## src/rtl/alu_multicycle_if.sv

```systemverilog
// Handshake and operand/result bundle between the processor control FSM
// (master) and the multicycle ALU (slave).
interface alu_multicycle_if #(
  parameter int WIDTH = 32
);
  logic             start;
  logic             alu_op;
  logic [2:0]       func;
  logic [WIDTH-1:0] reg1;
  logic [WIDTH-1:0] reg2;
  logic [WIDTH-1:0] imm;
  logic             busy;
  logic             done;
  logic [WIDTH-1:0] alu_result;
  logic             zero_flag;
  logic             negative_flag;
  logic             carry_flag;
  logic             overflow_flag;

  modport master (
    output start, alu_op, func, reg1, reg2, imm,
    input  busy, done, alu_result, zero_flag, negative_flag, carry_flag,
           overflow_flag
  );

  modport slave (
    input  start, alu_op, func, reg1, reg2, imm,
    output busy, done, alu_result, zero_flag, negative_flag, carry_flag,
           overflow_flag
  );
endinterface

```

## src/rtl/alu_multicycle.sv

```systemverilog
// Multicycle ALU: latches operands on start, runs single-cycle ops in one
// EXEC cycle or an iterative shift-add multiply over WIDTH cycles, then
// presents a registered result and flags with a one-cycle done pulse.
module alu_multicycle #(
  parameter int WIDTH = 32
) (
  input  logic               clk,
  input  logic               reset_n,
  alu_multicycle_if.slave    bus
);
  localparam int SHW = $clog2(WIDTH);
  localparam logic [SHW-1:0] CNT_LAST = SHW'(WIDTH - 1);

  typedef enum logic [1:0] {S_IDLE, S_EXEC, S_MUL, S_DONE} state_t;

  typedef enum logic [2:0] {
    F_AND = 3'b000,
    F_ADD = 3'b001,
    F_SUB = 3'b010,
    F_SLL = 3'b011,
    F_SRL = 3'b100,
    F_SRA = 3'b101,
    F_MUL = 3'b110,
    F_SLT = 3'b111
  } func_t;

  state_t           state_q, state_d;
  logic [WIDTH-1:0] a_q, a_d;
  logic [WIDTH-1:0] b_q, b_d;
  func_t            op_q, op_d;
  logic [WIDTH-1:0] acc_q, acc_d;
  logic [SHW-1:0]   cnt_q, cnt_d;
  logic [WIDTH-1:0] result_q, result_d;
  logic             zero_q, zero_d;
  logic             neg_q, neg_d;
  logic             carry_q, carry_d;
  logic             ovf_q, ovf_d;

  logic [WIDTH-1:0] exec_res;
  logic             exec_c;
  logic             exec_v;
  logic [WIDTH-1:0] mul_next;
  logic [WIDTH:0]   add_full;
  logic [WIDTH-1:0] sub_res;
  logic [SHW-1:0]   shamt;

  logic             wr_en;
  logic [WIDTH-1:0] wr_res;
  logic             wr_c;
  logic             wr_v;

  // Single-cycle datapath and one multiply step from the latched operands
  always_comb begin
    add_full = {1'b0, a_q} + {1'b0, b_q};
    sub_res  = a_q - b_q;
    shamt    = b_q[SHW-1:0];
    exec_res = '0;
    exec_c   = 1'b0;
    exec_v   = 1'b0;
    case (op_q)
      F_AND: exec_res = a_q & b_q;
      F_ADD: begin
        exec_res = add_full[WIDTH-1:0];
        exec_c   = add_full[WIDTH];
        exec_v   = (a_q[WIDTH-1] == b_q[WIDTH-1]) &&
                   (add_full[WIDTH-1] != a_q[WIDTH-1]);
      end
      F_SUB: begin
        exec_res = sub_res;
        exec_c   = (a_q < b_q);
        exec_v   = (a_q[WIDTH-1] != b_q[WIDTH-1]) &&
                   (sub_res[WIDTH-1] != a_q[WIDTH-1]);
      end
      F_SLL: exec_res = a_q << shamt;
      F_SRL: exec_res = a_q >> shamt;
      F_SRA: exec_res = $signed(a_q) >>> shamt;
      F_SLT: exec_res = {{(WIDTH-1){1'b0}}, ($signed(a_q) < $signed(b_q))};
      default: exec_res = '0;
    endcase
    mul_next = acc_q + (b_q[cnt_q] ? (a_q << cnt_q) : '0);
  end

  // Next-state, operand latch, multiply iteration and result write
  always_comb begin
    state_d  = state_q;
    a_d      = a_q;
    b_d      = b_q;
    op_d     = op_q;
    acc_d    = acc_q;
    cnt_d    = cnt_q;
    result_d = result_q;
    zero_d   = zero_q;
    neg_d    = neg_q;
    carry_d  = carry_q;
    ovf_d    = ovf_q;
    wr_en    = 1'b0;
    wr_res   = '0;
    wr_c     = 1'b0;
    wr_v     = 1'b0;
    case (state_q)
      S_IDLE: begin
        if (bus.start) begin
          a_d     = bus.reg1;
          b_d     = bus.alu_op ? bus.imm : bus.reg2;
          op_d    = func_t'(bus.func);
          acc_d   = '0;
          cnt_d   = '0;
          state_d = (func_t'(bus.func) == F_MUL) ? S_MUL : S_EXEC;
        end
      end
      S_EXEC: begin
        state_d = S_DONE;
        wr_en   = 1'b1;
        wr_res  = exec_res;
        wr_c    = exec_c;
        wr_v    = exec_v;
      end
      S_MUL: begin
        acc_d = mul_next;
        if (cnt_q == CNT_LAST) begin
          state_d = S_DONE;
          wr_en   = 1'b1;
          wr_res  = mul_next;
        end else begin
          cnt_d = cnt_q + 1'b1;
        end
      end
      S_DONE:  state_d = S_IDLE;
      default: state_d = S_IDLE;
    endcase
    if (wr_en) begin
      result_d = wr_res;
      zero_d   = (wr_res == '0);
      neg_d    = wr_res[WIDTH-1];
      carry_d  = wr_c;
      ovf_d    = wr_v;
    end
  end

  // State, operand and result registers; reset aborts any operation
  always_ff @(posedge clk or negedge reset_n) begin
    if (!reset_n) begin
      state_q  <= S_IDLE;
      a_q      <= '0;
      b_q      <= '0;
      op_q     <= F_AND;
      acc_q    <= '0;
      cnt_q    <= '0;
      result_q <= '0;
      zero_q   <= 1'b0;
      neg_q    <= 1'b0;
      carry_q  <= 1'b0;
      ovf_q    <= 1'b0;
    end else begin
      state_q  <= state_d;
      a_q      <= a_d;
      b_q      <= b_d;
      op_q     <= op_d;
      acc_q    <= acc_d;
      cnt_q    <= cnt_d;
      result_q <= result_d;
      zero_q   <= zero_d;
      neg_q    <= neg_d;
      carry_q  <= carry_d;
      ovf_q    <= ovf_d;
    end
  end

  assign bus.busy          = (state_q == S_EXEC) || (state_q == S_MUL);
  assign bus.done          = (state_q == S_DONE);
  assign bus.alu_result    = result_q;
  assign bus.zero_flag     = zero_q;
  assign bus.negative_flag = neg_q;
  assign bus.carry_flag    = carry_q;
  assign bus.overflow_flag = ovf_q;
endmodule

```

## src/flat_wrapper.sv

```systemverilog
// flat-port wrapper written by rule: the top's interface ports become plain ports
module alu_multicycle_flat 
#(
  parameter int WIDTH = 32
)
  (clk, reset_n, bus_start, bus_alu_op, bus_func, bus_reg1, bus_reg2, bus_imm, bus_busy, bus_done, bus_alu_result, bus_zero_flag, bus_negative_flag, bus_carry_flag, bus_overflow_flag);
  alu_multicycle_if #(.WIDTH(WIDTH)) bus_i ();
  input  logic clk;
  input  logic reset_n;
  input wire logic [$bits(bus_i.start)-1:0] bus_start;
  input wire logic [$bits(bus_i.alu_op)-1:0] bus_alu_op;
  input wire logic [$bits(bus_i.func)-1:0] bus_func;
  input wire logic [$bits(bus_i.reg1)-1:0] bus_reg1;
  input wire logic [$bits(bus_i.reg2)-1:0] bus_reg2;
  input wire logic [$bits(bus_i.imm)-1:0] bus_imm;
  output wire logic [$bits(bus_i.busy)-1:0] bus_busy;
  output wire logic [$bits(bus_i.done)-1:0] bus_done;
  output wire logic [$bits(bus_i.alu_result)-1:0] bus_alu_result;
  output wire logic [$bits(bus_i.zero_flag)-1:0] bus_zero_flag;
  output wire logic [$bits(bus_i.negative_flag)-1:0] bus_negative_flag;
  output wire logic [$bits(bus_i.carry_flag)-1:0] bus_carry_flag;
  output wire logic [$bits(bus_i.overflow_flag)-1:0] bus_overflow_flag;
  assign bus_i.start = bus_start;
  assign bus_i.alu_op = bus_alu_op;
  assign bus_i.func = bus_func;
  assign bus_i.reg1 = bus_reg1;
  assign bus_i.reg2 = bus_reg2;
  assign bus_i.imm = bus_imm;
  assign bus_busy = bus_i.busy;
  assign bus_done = bus_i.done;
  assign bus_alu_result = bus_i.alu_result;
  assign bus_zero_flag = bus_i.zero_flag;
  assign bus_negative_flag = bus_i.negative_flag;
  assign bus_carry_flag = bus_i.carry_flag;
  assign bus_overflow_flag = bus_i.overflow_flag;
  alu_multicycle #(.WIDTH(WIDTH)) u_core (.clk(clk), .reset_n(reset_n), .bus(bus_i));
endmodule
```

## config.mk

```make
export PLATFORM = sky130hd
export DESIGN_NAME = alu_multicycle_flat
export DESIGN_NICKNAME = d
export VERILOG_FILES = /design/src/rtl/alu_multicycle_if.sv /design/src/rtl/alu_multicycle.sv /design/src/flat_wrapper.sv
export SDC_FILE = /design/constraint.sdc
export NUM_CORES = 1
export LEC_CHECK = 0
export BUFFER_PORTS_ARGS = -buffer_cell sky130_fd_sc_hd__buf_2
export CORE_AREA = 3 3 216 271
export CTS_CLUSTER_SIZE = 24
export DETAILED_ROUTE_END_ITERATION = 10
export DIE_AREA = 0 0 219 274
export SLEW_MARGIN = 10
export SYNTH_ARGS = -nofsm -noshare
export SYNTH_HDL_FRONTEND = slang
export SYNTH_SLANG_ARGS = --single-unit
```

## constraint.sdc

```tcl
create_clock -name clk -period 9 [get_ports clk]
set_clock_uncertainty 0.1 [all_clocks]
set_input_delay 1.8 -clock clk [delete_from_list [all_inputs] [get_ports clk]]
set_output_delay 1.8 -clock clk [all_outputs]
set_load 0.01 [all_outputs]
```

==> results.tsv <==
metric	value	unit
synth_ff_type	dfrtp_1	
fin_ws	2.23	ns
synth_warnings	0	
cts_root_buf	clkbuf_16	
gr-usage-all-layers	0.303	
hold_path_class	flip-flop to flip-flop	
critPathMaxFanout	29	
fin_crit	6.77	ns
clk_pin_slew	0.07	ns
max_slew_margin	0.148	
final_layout_size_suffix_gt1_frac	0.193	
cts_tree	done	
post-dp-hpwl	71300	um
grt_antenna_before_repair	3	
worst_r2r_path_depth	19	
grt_pass1_vias	19200	
drv_cap	0	
reg2reg_from	u_core.cnt_q[1]$_DFFE_PN0P_	
syn-num-nets	2495	
cp_top_family	simple AND/OR/NAND/NOR gates	
clk_path_buf_depth	2	
postLayoutCoreUtil	0.361	
cts_buffers	17	
crit_chain	inv_1 > a31oi_1 > a31oi_1 > nor2_1 > nand2_1 > a21oi_1 > ha_1 > nand4_1 > nor3_1 > nand2_1 > a21oi_1 > a211oi_1 > xnor2_1 > a221oi_1 > o21ai_0 > or4_1 > nor4_1 > nand3_1 > o21ai_2	
netlist_area	18400	um2
grt_pass1_wl	133000	um
nets	2511	
crit_path_start_kind	flip-flop	
dp_slack	2.33	ns
synth_edf_count	0	
avgSynthCellArea	8.06	um2
rsz0062_at_grt	no	
syn_inst	2287	
drt-initial-drc-count	2664	
vias_per_cell	6.51	
grt_start_max_net_pins	79	
synth_cell_type_count	104	
drt-total-wl	92700	um
ctsResizeCount	0	
holdCritStartpoint	u_core.bus.alu_result[29]$_DFFE_PN0P_	
setup_tns	0	ns
maxSlewViolCount	0	
end_kind	flip-flop	
die_w	219	um
initial_core_util	0.329	
path_buf_inv	1	
synthArstFlopShare	1.00	
worst_pin_slew	1.28	ns
pin_count	141	
gr-total-overflow	0	
status	completed	
synth_top_area_frac	0.191	
drc	0	
clk_latency	0.50	ns
postCtsSetupRepairBufs	0	
max_freq	0.148	GHz
ff2ff_setup_slack	2.23	ns
worstSetupPathType	flip-flop to flip-flop	
hold_end	u_core.bus.alu_result[29]$_DFFE_PN0P_	
yosys-top-cells-count	nand2_1, nor2_1, o21ai_0, a21oi_1, dfrtp_1	
ys_top_cells_by_area	dfrtp_1, mux4_2, ha_1, mux2_2, mux2i_1	
cp.required	9.32	ns
num_rows	97	
ys_seq_elements	141	
period_share	0.753	
finalWeightedCongestion	1.04	
die-area	60000	um2
cp_data_arrival_time	7.09	ns
die_height	274	um
vias	19900	
yosysMostFrequentCell	nand2_1	
yosys.area.top_type	dfrtp_1	
cpMaxStageDelayCell	dfrtp_1	
r2r_end	u_core.bus.zero_flag$_DFFE_PN0P_	
setup_violations	0	
wl_per_cell	30.3	um
min_path_cells	2	
htree_levels	4	
yosysSeqAreaShare	0.191	
finalHoldViolations	0	
clock-sinks	141	
core	56100	um2
drtPass1Iterations	7	
slowest_delay	1.04	ns
ant_nets	0	
area_growth	9.72	%
hold_buffers	0	
io_buffers	140	
-- layout make-up --
type	count	area, um2
Tap cell	742	928
Clock inverter	15	213
Inverter	82	308
Multi-Input combinational cell	1864	13700
Clock buffer	17	425
Timing Repair Buffer	197	1130
Antenna cell	3	7.51
Fill cell	5911	35900
Sequential cell	141	3540
-- registers in the layout (all words and copies together) (netlist names) --
name and count:
u_core.a_q 32, u_core.bus.overflow_flag 1, u_core.op_q 3, u_core.bus.zero_flag 1, u_core.acc_q 32, u_core.state_q 2
u_core.bus.carry_flag 1, u_core.cnt_q 5, u_core.bus.negative_flag 1, u_core.b_q 32, u_core.bus.alu_result 31
-- per-layer routing --
| metal | track usage | share of wire | vias up |
|---|---|---|---|
| met1 | 0.367 | 0.38 | 9740 |
| met3 | 0.0601 | 0.082 | 353 |
| met2 | 0.491 | 0.46 | 1240 |
| met5 | 0 | 0 | - |
| met4 | 0.191 | 0.074 | 0 |
| li1 | - | - | 8588 |
-- how the worst max path moves through the flow --
stage / startpoint / endpoint / cells after the start
detailed placement: u_core.cnt_q[1]$_DFFE_PN0P_ / u_core.bus.zero_flag$_DFFE_PN0P_ / 19
floorplan: u_core.cnt_q[0]$_DFFE_PN0P_ / u_core.bus.zero_flag$_DFFE_PN0P_ / 21
CTS: u_core.cnt_q[1]$_DFFE_PN0P_ / u_core.bus.zero_flag$_DFFE_PN0P_ / 19
finish: u_core.cnt_q[1]$_DFFE_PN0P_ / u_core.bus.zero_flag$_DFFE_PN0P_ / 19
global route: u_core.cnt_q[1]$_DFFE_PN0P_ / u_core.bus.zero_flag$_DFFE_PN0P_ / 19
global placement: u_core.cnt_q[1]$_DFFE_PN0P_ / u_core.bus.zero_flag$_DFFE_PN0P_ / 19
-- worst reg2reg max path: stages (launching register included) --
cell      delay [ns]
dfrtp_1         1.04
inv_1           0.68
a31oi_1         0.29
a31oi_1         0.11
nor2_1          0.36
nand2_1         0.09
a21oi_1         0.40
ha_1            0.37
nand4_1         0.20
nor3_1          0.32
nand2_1         0.19
a21oi_1         0.38
a211oi_1        0.16
xnor2_1         0.18
a221oi_1        0.26
o21ai_0         0.22
or4_1           0.55
nor4_1          0.52
nand3_1         0.17
o21ai_2         0.14
-- layout by cell type, fill, tap and decap left out, types with 42 or more instances in the layout --
master / n
a211oi_1: 46
a21oi_1: 161
buf_2: 139
buf_4: 57
dfrtp_1: 136
ha_1: 102
inv_1: 76
mux2_2: 99
mux2i_1: 107
mux4_2: 59
nand2_1: 231
nand3_1: 47
nor2_1: 198
nor3_1: 42
o21ai_0: 166
xnor2_1: 52
-- stage by stage --
step	cells	hold WS [ns]	cell area, um2
finish	3061	0.380	20200
global route	3059	0.420	20200
CTS	3058	0.388	20200
detailed placement	3026	0.372	19600
global placement	3026	0.353	19600
floorplan	2287	0.354	18400
-- cell families after synthesis --
logic type / count (synthesis) / share of synthesized area
flops: 141 / 0.191
fa+ha+maj: 105 / 0.0725
buf+inv: 282 / 0.0689
xor+xnor: 68 / 0.0323
simple gates: 702 / 0.178
compound gates: 719 / 0.262
mux: 270 / 0.195
Power is not shown: default switching activity piles up to over one toggle a cycle in this logic, so the estimate is an artifact.
